**src/rtl/full_adder.sv**
```systemverilog
// full_adder: DDS waveform generator. A 16-bit phase accumulator advances by
// ctrl each clock; its top 8 bits select registered sine, square, triangle
// and sawtooth samples (8-bit unsigned, offset binary).
module full_adder (
    input  logic       clk,
    input  logic       rstn,      // asynchronous, active-high despite the name
    input  logic [7:0] ctrl,
    output logic [7:0] wave_sin,
    output logic [7:0] wave_squ,
    output logic [7:0] wave_tri,
    output logic [7:0] wave_saw
);

    logic [15:0] acc;
    logic [7:0]  phase;
    logic [6:0]  q_idx;
    logic [6:0]  q_val;
    logic [7:0]  sin_next;
    logic [7:0]  squ_next;
    logic [7:0]  tri_next;

    assign phase = acc[15:8];

    // Quarter-wave sine ROM: the full 256-entry table is folded onto the
    // first quadrant (0..64). The second quadrant mirrors the index and the
    // lower half-period reflects the amplitude about midscale 128, which
    // reproduces round(128 + 127*sin(2*pi*k/256)) exactly for every k.
    always_comb begin
        q_idx = phase[6] ? 7'(7'd64 - {1'b0, phase[5:0]}) : {1'b0, phase[5:0]};
        q_val = '0;
        case (q_idx)
            7'd0:  q_val = 7'd0;   7'd1:  q_val = 7'd3;   7'd2:  q_val = 7'd6;   7'd3:  q_val = 7'd9;
            7'd4:  q_val = 7'd12;  7'd5:  q_val = 7'd16;  7'd6:  q_val = 7'd19;  7'd7:  q_val = 7'd22;
            7'd8:  q_val = 7'd25;  7'd9:  q_val = 7'd28;  7'd10: q_val = 7'd31;  7'd11: q_val = 7'd34;
            7'd12: q_val = 7'd37;  7'd13: q_val = 7'd40;  7'd14: q_val = 7'd43;  7'd15: q_val = 7'd46;
            7'd16: q_val = 7'd49;  7'd17: q_val = 7'd51;  7'd18: q_val = 7'd54;  7'd19: q_val = 7'd57;
            7'd20: q_val = 7'd60;  7'd21: q_val = 7'd63;  7'd22: q_val = 7'd65;  7'd23: q_val = 7'd68;
            7'd24: q_val = 7'd71;  7'd25: q_val = 7'd73;  7'd26: q_val = 7'd76;  7'd27: q_val = 7'd78;
            7'd28: q_val = 7'd81;  7'd29: q_val = 7'd83;  7'd30: q_val = 7'd85;  7'd31: q_val = 7'd88;
            7'd32: q_val = 7'd90;  7'd33: q_val = 7'd92;  7'd34: q_val = 7'd94;  7'd35: q_val = 7'd96;
            7'd36: q_val = 7'd98;  7'd37: q_val = 7'd100; 7'd38: q_val = 7'd102; 7'd39: q_val = 7'd104;
            7'd40: q_val = 7'd106; 7'd41: q_val = 7'd107; 7'd42: q_val = 7'd109; 7'd43: q_val = 7'd111;
            7'd44: q_val = 7'd112; 7'd45: q_val = 7'd113; 7'd46: q_val = 7'd115; 7'd47: q_val = 7'd116;
            7'd48: q_val = 7'd117; 7'd49: q_val = 7'd118; 7'd50: q_val = 7'd120; 7'd51: q_val = 7'd121;
            7'd52: q_val = 7'd122; 7'd53: q_val = 7'd122; 7'd54: q_val = 7'd123; 7'd55: q_val = 7'd124;
            7'd56: q_val = 7'd125; 7'd57: q_val = 7'd125; 7'd58: q_val = 7'd126; 7'd59: q_val = 7'd126;
            7'd60: q_val = 7'd126; 7'd61: q_val = 7'd127; 7'd62: q_val = 7'd127; 7'd63: q_val = 7'd127;
            7'd64: q_val = 7'd127;
            default: q_val = '0;
        endcase
        sin_next = phase[7] ? 8'(8'd128 - {1'b0, q_val}) : 8'(8'd128 + {1'b0, q_val});
    end

    // Square and triangle shapes derived directly from the phase bits.
    always_comb begin
        squ_next = phase[7] ? '0 : '1;
        tri_next = phase[7] ? ~{phase[6:0], 1'b0} : {phase[6:0], 1'b0};
    end

    // Accumulator advance and output registers; outputs use the pre-update phase.
    always_ff @(posedge clk or posedge rstn) begin
        if (rstn) begin
            acc      <= '0;
            wave_sin <= '0;
            wave_squ <= '0;
            wave_tri <= '0;
            wave_saw <= '0;
        end else begin
            acc      <= acc + {8'd0, ctrl};
            wave_sin <= sin_next;
            wave_squ <= squ_next;
            wave_tri <= tri_next;
            wave_saw <= phase;
        end
    end

endmodule

```
**config.mk**
```make
export PLATFORM = sky130hd
export DESIGN_NAME = full_adder
export DESIGN_NICKNAME = d
export VERILOG_FILES = /design/src/rtl/full_adder.sv
export SDC_FILE = /design/constraint.sdc
export NUM_CORES = 1
export LEC_CHECK = 0
export ABC_AREA = 1
export CORE_MARGIN = 5
export CORE_UTILIZATION = 55
export CTS_CLUSTER_DIAMETER = 50
export DETAILED_ROUTE_END_ITERATION = 6
export PLACE_DENSITY = 0.81
export SLEW_MARGIN = 20
export SYNTH_ARGS = -nofsm -noshare
export SYNTH_HDL_FRONTEND = slang
export SYNTH_SLANG_ARGS = --single-unit
```
**constraint.sdc**
```tcl
create_clock -name clk -period 6.3 [get_ports clk]
set_clock_uncertainty 0.2 [all_clocks]
set_input_delay 1.26 -clock clk [delete_from_list [all_inputs] [get_ports clk]]
set_output_delay 1.26 -clock clk [all_outputs]
set_load 0.1 [all_outputs]
```
==> metrics.md <==
| Metric | Value |
|---|---|
| Slew HR | `33.9%` |
| Core area | `0.00504 mm^2` |
| Hold_buf cts | `0` |
| Unrepaired setup endpoints after global routing | `no` |
| Synth Warn # | `0` |
| TritonCTS Buffers | `5` |
| Chip Height | `81.5 um` |
| Hold Violations, Final | `0` |
| Setup repair bufs after CTS | `0` |
| GR Overflow Total | `0` |
| Worst-skew pair later-pin latency | `280 ps` |
| PortBufs | `41` |
| Worst hold start | `acc[0]` |
| WS Path Type | `primary input to flip-flop` |
| Synthesized instance count | `367` |
| Reg-to-reg endpoint | `wave_sin[6]` |
| Initial DRC Count | `204` |
| Resized cells post-CTS | `0` |
| Post-Route M1 WL | `2570 um` |
| Initial Utilization | `55.8%` |
| Synth Flop Type | `dfrtp_1` |
| Setup TNS | `0 ps` |
| Yosys reg bits | `40` |
| Routed len/inst | `12.5 um` |
| Min Tclk post-route | `3600 ps` |
| Die area | `0.00665 mm^2` |
| GRT Util Overall | `19.1%` |
| CP Max Fanout | `3` |
| Seq/Total Area, Yosys | `35.6%` |
| Seq. cell area | `0.00100 mm^2` |
| Vias in the first global route | `2,242` |
| Hold Crit Depth | `1` |
| Post-Route WL | `5840 um` |
| CP delay by family, top | `simple AND/OR/NAND/NOR gates` |
| Vias per cell | `5.08` |
| Reg clk slew, reported paths | `70 ps` |
| Top Layer Used | `met4` |
| H-Tree Depth | `2` |
| Clock sinks | `40` |
| Arrival time at the worst endpoint | `3600 ps` |
| Worst path buffer plus inverter count | `2` |
| Crit start category | `primary input` |
| First-pass GRT wire length | `10,100 um` |
| Post-route clock period utilization | `57.1%` |
| Critical Path Slowest Stage Cell | `clkdlybuf4s50_1` |
| Required time of the worst setup path | `6300 ps` |
| Initial antenna violation count | `0` |
| CP Cell Sequence | `clkdlybuf4s50_1 > ha_1 > inv_1 > fa_1 > nand3b_1 > nand2_1 > a21boi_0 > nor2_1 > o21ai_0 > nand2_1 > nand3_1 > nor3_1 > xor2_1` |
| DP HPWL | `4530 um` |
| Ports | `42` |
| Post-Syn Area | `0.00282 mm^2` |
| FFs w/ async S/R, synth | `100%` |
| Area growth syn-to-layout | `15.7%` |
| Critical R2R Launch | `acc[8]` |
| Post-synth EDFFs | `0` |
| Critical Path Max Stage Delay | `460 ps` |
| Multi-input gate area | `0.00147 mm^2` |
| Max Buffers Root-to-Sink | `2` |
| CP most frequent cell | `nand2_1` |
| Worst-Margin Slew | `989 ps` |
| WHS Endpoint | `acc[0]` |
| Synth Area per Inst | `7.67 um^2` |
| Crit. End Element | `flip-flop` |
| Router iterations before antenna repair | `5` |
| Fmax | `278 MHz` |
| Antenna cells | `0` |
| Worst hold path type | `flip-flop to flip-flop` |
| Final nets | `421` |
| Cell Rows | `26` |
| Setup violation total in the final timing report | `0` |
| Largest net degree at the start of global routing | `41` |
| R2R cell count | `22` |
| DR WL met2 | `2900 um` |
| Vias | `2,360` |
| Mapped Nets | `394` |
| MaxCap Viol Count | `0` |
| Post-synth cell types | `28` |
| Met3 wire len | `265 um` |
| Layout cells sized above 1 | `8.61%` |
| Post-route ant nets | `0` |
| RD Place Congestion | `0.936` |
| Die width | `81.5 um` |
| DRC | `0` |
| TritonCTS clock tree | `built` |
| Final Max Tran Viols | `0` |
| FF-to-FF setup slack | `2900 ps` |
| Fill cells | `438` |
| Clock root cell | `clkbuf_8` |
| Crit path depth | `13` |
| Status | `completed` |
[layout by cell type, fill, tap and decap left out, drive strengths merged]
cell type,instances
dfrtp,40
clkdlybuf4s50,41
fa,1
nand3,50
clkbuf,6
a21oi,8
nor3,3
nand4,4
xor2,22
clkinv,1
buf,1
nand2,117
o21ai,11
inv,46
nor2,22
o21bai,1
nand3b,1
xnor2,1
bufinv,1
a21boi,2
ha,16
[cell families (layout without fill, tap and decap cells)]
logic type	count (synthesis)	in the layout	synth area share, %
compound gates	22	22	4.18
xor+xnor	23	23	7.16
fa+ha+maj	17	17	7.82
buf+inv	68	96	12.2
flops	40	40	35.6
simple gates	197	197	33.1
[metal layers]
layer | GRT usage (%) | vias to the layer above
li1 | - | 1194
met1 | 24.6 | 1092
met2 | 33.5 | 60
met3 | 2.30 | 14
met4 | 5.91 | 0
met5 | 0 | -
[worst reg2reg max path, delay by kind of cell (launching register included)]
family,cells,cell delay [ps]
AOI/OAI and AO/OA,2,200
adders and majority gates,3,750
buffers and inverters,4,390
DFF,1,710
and+or+nand+nor,13,1050
[worst max path at each step]
stage | startpoint | end | slack, ps
final | ctrl[0] | acc[14] | 2700
after global routing | ctrl[0] | acc[14] | 2500
after CTS | ctrl[0] | acc[14] | 2670
after detailed placement | ctrl[0] | acc[14] | 2390
after global placement | ctrl[0] | acc[14] | 2600
after floorplan | ctrl[0] | acc[14] | 3160
[cell type report]
| class | count | area share [%] |
|---|---|---|
| sequential | 40 | 30.7 |
| multi-input combinational | 259 | 45.2 |
| inverter | 46 | 5.30 |
| timing repair buffer | 42 | 12.8 |
| tap | 70 | 2.69 |
| clock buffer | 6 | 2.23 |
| clock inverter | 2 | 1.08 |
[cell usage after synthesis, types with 2 or more instances]
cell type  number  area share (%)
nand2_1       105              14
o21ai_1         3            0.53
buf_4          13             3.5
nor3_1          3            0.53
inv_1          41             5.5
o21ai_0         8             1.4
xor2_1         22             6.8
nor2_4          2            0.80
ha_1           16             7.1
clkbuf_1        2            0.27
nor2_1         20             2.7
nand2_2         7             1.6
nand3_2         6             2.1
nand4_1         4            0.89
a21oi_1         8             1.4
a21boi_0        2            0.53
dfrtp_1        40              36
nand2_4         5             2.0
nand3_1        43             7.6
buf_6           5             2.0
inv_2           5            0.67
[metrics by stage]
stage	cells	setup WS (ps)	hold WS (ps)	cell area (um^2)	utilization, %
floorplan	367	3160	152	2820	-
detailed placement	457	2390	261	3150	62.5
global placement	457	2600	259	3150	62.5
CTS	465	2670	278	3260	64.6
global route	465	2500	314	3260	64.6
finish	465	2700	273	3260	64.6
[state kept, by name, summed over array words and instances, names as in the netlist]
name	cells
wave_squ	1
wave_sin	8
wave_saw	7
wave_tri	8
acc	16
Power is not shown: default switching activity piles up to over one toggle a cycle in this logic, so the estimate is an artifact.
